==> config.mk <==
export PLATFORM = sky130hd
export DESIGN_NAME = fifo_serial
export DESIGN_NICKNAME = d
export VERILOG_FILES = /design/src/rtl/fifo_serial.sv
export SDC_FILE = /design/constraint.sdc
export NUM_CORES = 1
export LEC_CHECK = 0
export ABC_AREA = 0
export ABC_CLOCK_PERIOD_IN_PS = 6000
export CORE_UTILIZATION = 45
export CTS_BUF_LIST = sky130_fd_sc_hd__clkbuf_4 sky130_fd_sc_hd__clkbuf_8
export CTS_CLUSTER_SIZE = 8
export DETAILED_ROUTE_END_ITERATION = 10
export GPL_TIMING_DRIVEN = 0
export PLACE_DENSITY = 0.86
export SLEW_MARGIN = 30
export SYNTH_ARGS = -nofsm -noshare
export SYNTH_HDL_FRONTEND = slang
export SYNTH_SLANG_ARGS = --single-unit
==> constraint.sdc <==
create_clock -name clk -period 6 [get_ports clk]
set_clock_uncertainty 0.15 [all_clocks]
set_input_delay 1.5 -clock clk [delete_from_list [all_inputs] [get_ports clk]]
set_output_delay 1.5 -clock clk [all_outputs]
set_load 0.02 [all_outputs]
==> src/rtl/fifo_serial.sv <==
// Serialises one stereo pixel sample into a COORD word followed by a PIX word
// for the cross-domain stream FIFO that feeds fifo_deserial.
module fifo_serial #(
  parameter int FRAME_W = 640,
  parameter int FRAME_H = 480
) (
  input  logic        clk,
  input  logic        reset,
  input  logic [9:0]  pix_x,
  input  logic [9:0]  pix_y,
  input  logic [7:0]  pix_left,
  input  logic [7:0]  pix_right,
  input  logic        pix_valid,
  output logic        pix_ready,
  input  logic        fifo_full,
  output logic        fifo_wrreq,
  output logic [31:0] fifo_data,
  output logic [15:0] pkt_count,
  output logic [7:0]  drop_count,
  output logic [5:0]  debug_out
);

  typedef enum logic [1:0] {
    IDLE       = 2'b00,
    SEND_COORD = 2'b01,
    SEND_PIX   = 2'b10
  } state_t;

  localparam logic [10:0] C_FRAME_W = 11'(FRAME_W);
  localparam logic [10:0] C_FRAME_H = 11'(FRAME_H);

  state_t      r_state;
  state_t      w_nextState;
  logic [9:0]  r_x;
  logic [9:0]  r_y;
  logic [7:0]  r_left;
  logic [7:0]  r_right;
  logic [15:0] r_pktCount;
  logic [7:0]  r_dropCount;

  logic        w_ready;
  logic        w_transfer;
  logic        w_inRange;
  logic        w_pktDone;
  logic        w_drop;
  logic [31:0] w_coordWord;
  logic [31:0] w_pixWord;

  // A new sample may be taken in IDLE or on the same edge the PIX word leaves.
  assign w_ready    = (r_state == IDLE) | ((r_state == SEND_PIX) & ~fifo_full);
  assign w_transfer = pix_valid & w_ready;
  assign w_inRange  = ({1'b0, pix_x} < C_FRAME_W) & ({1'b0, pix_y} < C_FRAME_H);
  assign w_drop     = w_transfer & ~w_inRange;

  assign w_coordWord = {1'b0, 5'b0, r_y, 6'b0, r_x};
  assign w_pixWord   = {1'b1, 15'b0, r_left, r_right};

  always_comb begin
    w_nextState = r_state;
    fifo_wrreq  = 1'b0;
    fifo_data   = 32'h0;
    w_pktDone   = 1'b0;
    case (r_state)
      IDLE: begin
        if (w_transfer && w_inRange) w_nextState = SEND_COORD;
      end
      SEND_COORD: begin
        fifo_data = w_coordWord;
        if (!fifo_full) begin
          fifo_wrreq  = 1'b1;
          w_nextState = SEND_PIX;
        end
      end
      SEND_PIX: begin
        fifo_data = w_pixWord;
        if (!fifo_full) begin
          fifo_wrreq  = 1'b1;
          w_pktDone   = 1'b1;
          w_nextState = (w_transfer && w_inRange) ? SEND_COORD : IDLE;
        end
      end
      default: w_nextState = IDLE;
    endcase
  end

  always_ff @(posedge clk or posedge reset) begin
    if (reset) r_state <= IDLE;
    else       r_state <= w_nextState;
  end

  // Out-of-range samples are captured too; fifo_data only reads them from SEND_* states.
  always_ff @(posedge clk or posedge reset) begin
    if (reset) begin
      r_x     <= '0;
      r_y     <= '0;
      r_left  <= '0;
      r_right <= '0;
    end else if (w_transfer) begin
      r_x     <= pix_x;
      r_y     <= pix_y;
      r_left  <= pix_left;
      r_right <= pix_right;
    end
  end

  always_ff @(posedge clk or posedge reset) begin
    if (reset) begin
      r_pktCount  <= '0;
      r_dropCount <= '0;
    end else begin
      if (w_pktDone) r_pktCount <= r_pktCount + 16'd1;
      if (w_drop && (r_dropCount != 8'hFF)) r_dropCount <= r_dropCount + 8'd1;
    end
  end

  assign pix_ready  = w_ready;
  assign pkt_count  = r_pktCount;
  assign drop_count = r_dropCount;
  assign debug_out  = {fifo_full, pix_valid, w_ready, fifo_wrreq, r_state};

endmodule

Word level (Yosys, flattened, before mapping)

Index checks and enable logic that the tools add are counted.

Input bits: 40
Bits in registers: 62
Word-level logic and storage cells: 38
Output and inout port bits: 64

Equality and inequality tests: 6
Multiplexer cells: 9
Bitwise operators: 7
Add/sub/neg operators: 2
Order comparisons: 2
Reduce and logical (&&, ||, !) cells: 5

Operators with widths:

| cell                                                                    | count |
|---|---|
| 32-bit case mux with 2 select lines                                     | 1 |
| 16-bit by 1-bit adder with 16-bit output, second input constant         | 1 |
| 10-bit < comparator, second input constant                              | 1 |
| 10-bit by 9-bit < comparator with 1-bit output, second input constant   | 1 |
| 8-bit by 1-bit adder with 8-bit output, second input constant           | 1 |
| 8-bit inequality test, second input constant                            | 1 |
| 2-bit 2-to-1 mux                                                        | 3 |
| 2-bit case mux with 3 select lines                                      | 1 |
| 1-bit bitwise AND                                                       | 4 |
| 1-bit 2-to-1 mux                                                        | 4 |
| 2-bit inequality test, second input constant                            | 2 |
| 3-bit AND reduction                                                     | 1 |
| 2-bit by 1-bit == test with 1-bit output, second input constant         | 1 |
| 2-bit == test, second input constant                                    | 1 |
| 1-bit logical AND                                                       | 2 |
| 2-bit logical NOT                                                       | 1 |
| 2-bit by 1-bit inequality test with 1-bit output, second input constant | 1 |
| 1-bit NOT                                                               | 2 |
| 2-bit OR reduction                                                      | 1 |
| 1-bit OR                                                                | 1 |

Longest topological paths before layout

Depth after elaboration: 8
Gate-level depth with buffers: 8
Depth with buffers taken out: 6

Least setup slack after synthesis

No wires, ideal clock.

Kind: input to output
From: input port fifo_full
To: output port debug_out[3]
Arrival time: 2.159 ns
Slack: 2.191 ns
Data required time: 4.350 ns
Stages: 4
Cell sequence: nor2b_4 > buf_6 > or2_2 > buf_4

Cells in the longest elaborated chain, start to end: 3

RTL lines:

| what              | line | text |
|---|---|---|
| start, declared   | 15   | `input logic fifo_full,` |
| 1-bit NOT         | 50   | `assign w_ready = (r_state == IDLE) \| ((r_state == SEND_PIX) & ~fifo_full);` |
| 1-bit bitwise AND | 50   |  |
| 1-bit OR          | 50   |  |
| end, declared     | 20   | `output logic [5:0] debug_out` |

No other way between the ends.

Worst setup path after layout

Same ends and word-level chain as after synthesis.

==> flow_summary.toml <==
[sta]
report.final.setup_viol = 0
timing_hold_violations_final = 0
total_neg_setup_slack_ps = 0
report.final.slew_viol_count = 0
grt_setup_unrepaired = "no"
timing.final.crit_period_ps = 4916
min_period_over_period = 0.8193
max_freq_mhz = 203.4

[clocking]
postCtsSetupBuffers = 0
cts-resized-gates = 0
clock_path_buffers = 2
cts_hold_buffers = 0
cts_max_level = 3
cts.root.buffer_cell = "sky130_fd_sc_hd__clkbuf_8"
insertion_delay_ps = 340
cts_tree = "done"
tritoncts.num_buffers = 9
cts_num_sinks = 62
cts.clk_slew.worst_paths_ps = 70

[yosys]
synthDistinctLibCells = 35
synth-seq-cells = 62
syn-cell-area_mm2 = 0.003149
yosys_most_used_dff = "sky130_fd_sc_hd__dfrtp_1"
postSynthAreaPerCell_um2 = 12.96
number_of_enable_flip_flop_cells_after_synthesis = 0
warnings_synthesis = 0
synth_async_sr_flop_share = 1.000
seq_area_frac_synth = 0.4926
synthesis.instances = 243

[pwr]
irDropWorstVdd_uv = 265.0
internal-power_w = 0.001382
power.switching_w = 0.0007544
power_frac_seq = 0.329
total_power_w = 0.002137
power_leakage_nw = 2.031
comb_power_share = 0.497
power_per_cell_area_mw_per_mm2 = 475.7
clock_power_share = 0.175
sw_frac_of_total = 0.3531

[global_route]
most_utilized_layer_in_the_global_route_result = "met2"
gr-usage-met2 = 0.3600
first_global_vias = 2346
grt_pass1_wl_mm = 11.23
final_global_route_overflow_total = 0
grt_antenna_before_repair = 0
gr-usage-met1 = 0.2286
grt_start_max_net_pins = 39
global_route.usage.total = 0.2022
gr-usage-met3 = 0.07218

[worst_setup_path]
cp_max_stage_cell = "sky130_fd_sc_hd__clkdlybuf4s50_1"
critPathMaxStageDelay_ps = 610
path_max_fanout = 7
cpMostUsedCell = "sky130_fd_sc_hd__clkdlybuf4s50_1"
timing_worst_setup_path_type = "input port to output port"
register_to_register_setup_slack_ps = 3640
crit_arrival_ps = 3270
crit_end_element = "output port"
crit_required_ps = 4350
crit_path_cell_trace = "clkdlybuf4s50_1 -> nor2b_4 -> buf_6 -> or2_2 -> buf_4 -> clkdlybuf4s50_1"
startpoint_type = "input port"

[detailed_routing]
dr_total_vias = 2274
detailed_route_wire_length_mm = 7.010
number_of_detailed_route_iterations_in_the_first_pass = 6
detailedRoute.firstIterationViolations = 69
route.antenna.remaining_nets = 0
route.detailed.wl_per_inst_um = 15.31
via_per_inst = 4.965
drc = 0

[run]
max_cap_violations = 0

[place]
placed_cell_area_mm2 = 0.004288
numPortBuffers = 98
final_replace_weighted_congestion = 0.7994
dpl.hpwl_mm = 5.075

[floorplan]
die_footprint_mm2 = 0.007337
io_pins = 104
floorplan_row_count = 30
die_height_um = 85.66
placeableCoreArea_mm2 = 0.006794
initial_core_util = 0.4635
die_w_um = 85.66

[finish]
area_growth_syn_to_layout_pct = 42.63
final_layout_size_suffix_gt1_frac = 0.2182
mostFrequentLayoutCell = "sky130_fd_sc_hd__clkdlybuf4s50_1"
post_layout_instance_area_mm2 = 0.004492
num-fill-cells = 515
design.final.nets = 404
diode_count = 0
final_cell_mix = "sky130_fd_sc_hd__clkdlybuf4s50_1 (98), sky130_fd_sc_hd__dfrtp_1 (62), sky130_fd_sc_hd__mux2_4 (30)"

[status]
run_status = "finished, final reports clean"

[hold_path]
hp-class = "flop to flop"
==> flip-flops by register name (all words and copies together), names as in the netlist <==
signal      flops
pkt_count      16
r_x            10
r_y            10
drop_count      8
r_left          8
r_right         8
r_state         2
==> cell type report <==
class | count | area (um^2) | area share
plain buffers | 21 | 171.4 | 0.03816
clock buffers | 12 | 158.9 | 0.03538
clock inverters | 4 | 45.04 | 0.01003
inverters | 3 | 13.76 | 0.003064
multi-input cells | 161 | 1430 | 0.3184
flip-flops and latches | 62 | 1551 | 0.3454
well taps | 96 | 120.1 | 0.02674
repair buffers | 99 | 1001 | 0.2228
==> worst paths after layout <==
check | to | start | depth (start not counted)
max | debug_out[3] | fifo_full | 6
min | pkt_count[15] | pkt_count[15] | 1
max reg2reg | r_x[6] | r_state[0] | 8
min reg2reg | pkt_count[15] | pkt_count[15] | 1
max in group asynchronous | r_y[0] | reset | 3
min in group asynchronous | pkt_count[15] | reset | 2
==> per-stage QoR <==
step | instances | util | setup slack (ps) | hold WS, ps
floorplan | 247 | - | 2191 | 322.9
global placement | 441 | 0.6278 | 1097 | 311.2
detailed placement | 442 | 0.6311 | 1079 | 321.9
CTS | 458 | 0.6611 | 1078 | 333.7
global route | 458 | 0.6611 | 1030 | 348.0
finish | 458 | 0.6611 | 1084 | 327.9
==> power groups by stage <==
| stage | Sequential, W | Clock (W) | Combinational, W |
|---|---|---|---|
| floorplan | 0.000718 | 0 | 0.000679 |
| global placement | 0.000695 | 0 | 0.00104 |
| detailed placement | 0.000704 | 0 | 0.00107 |
| CTS | 0.000701 | 0.000384 | 0.00107 |
| global route | 0.000722 | 0.000401 | 0.00113 |
| finish | 0.000702 | 0.000373 | 0.00106 |
==> per-layer routing <==
metal / up-vias / share of wire
met5: - / 0
met4: 0 / 0.0083
met3: 8 / 0.064
met2: 73 / 0.52
met1: 1127 / 0.41
li1: 1066 / -
==> cells in the mapped netlist (2+ instances only) <==
cell type / number / share of area
sky130_fd_sc_hd__a22oi_1: 10 / 0.024
sky130_fd_sc_hd__and2_1: 7 / 0.014
sky130_fd_sc_hd__and3_1: 13 / 0.026
sky130_fd_sc_hd__and4_1: 3 / 0.0083
sky130_fd_sc_hd__buf_2: 2 / 0.0032
sky130_fd_sc_hd__buf_4: 9 / 0.021
sky130_fd_sc_hd__buf_6: 3 / 0.011
sky130_fd_sc_hd__buf_8: 3 / 0.014
sky130_fd_sc_hd__clkbuf_1: 4 / 0.0048
sky130_fd_sc_hd__dfrtp_1: 62 / 0.49
sky130_fd_sc_hd__ha_1: 7 / 0.028
sky130_fd_sc_hd__inv_1: 3 / 0.0036
sky130_fd_sc_hd__mux2_2: 9 / 0.032
sky130_fd_sc_hd__mux2_4: 30 / 0.14
sky130_fd_sc_hd__nand2_1: 10 / 0.012
sky130_fd_sc_hd__nand3_1: 5 / 0.0079
sky130_fd_sc_hd__nand4_1: 4 / 0.0079
sky130_fd_sc_hd__nor2_1: 6 / 0.0072
sky130_fd_sc_hd__nor2b_1: 12 / 0.024
sky130_fd_sc_hd__nor3_1: 3 / 0.0048
sky130_fd_sc_hd__nor4_1: 3 / 0.0060
sky130_fd_sc_hd__o21a_1: 2 / 0.0048
sky130_fd_sc_hd__xnor2_1: 11 / 0.031
sky130_fd_sc_hd__xor2_1: 11 / 0.031
==> cell families (layout without fill, tap and decap cells) <==
kind of cell,count (synthesis),in the layout,share of synthesized area
AOI/OAI and AO/OA,17,17,0.04966
xor gates and xnor gates,22,22,0.06118
adders and majority gates,7,7,0.02781
buffers and inverters,24,139,0.05800
DFF,62,62,0.4927
muxes,39,39,0.1752
other,1,5,0.001191
and+or+nand+nor,71,71,0.1343
==> critical path: cells and delay by family <==
| family | cells | cell delay [ps] |
|---|---|---|
| buf+inv | 4 | 1400 |
| simple gates | 2 | 350 |
Power figures use the tool's default switching activity.
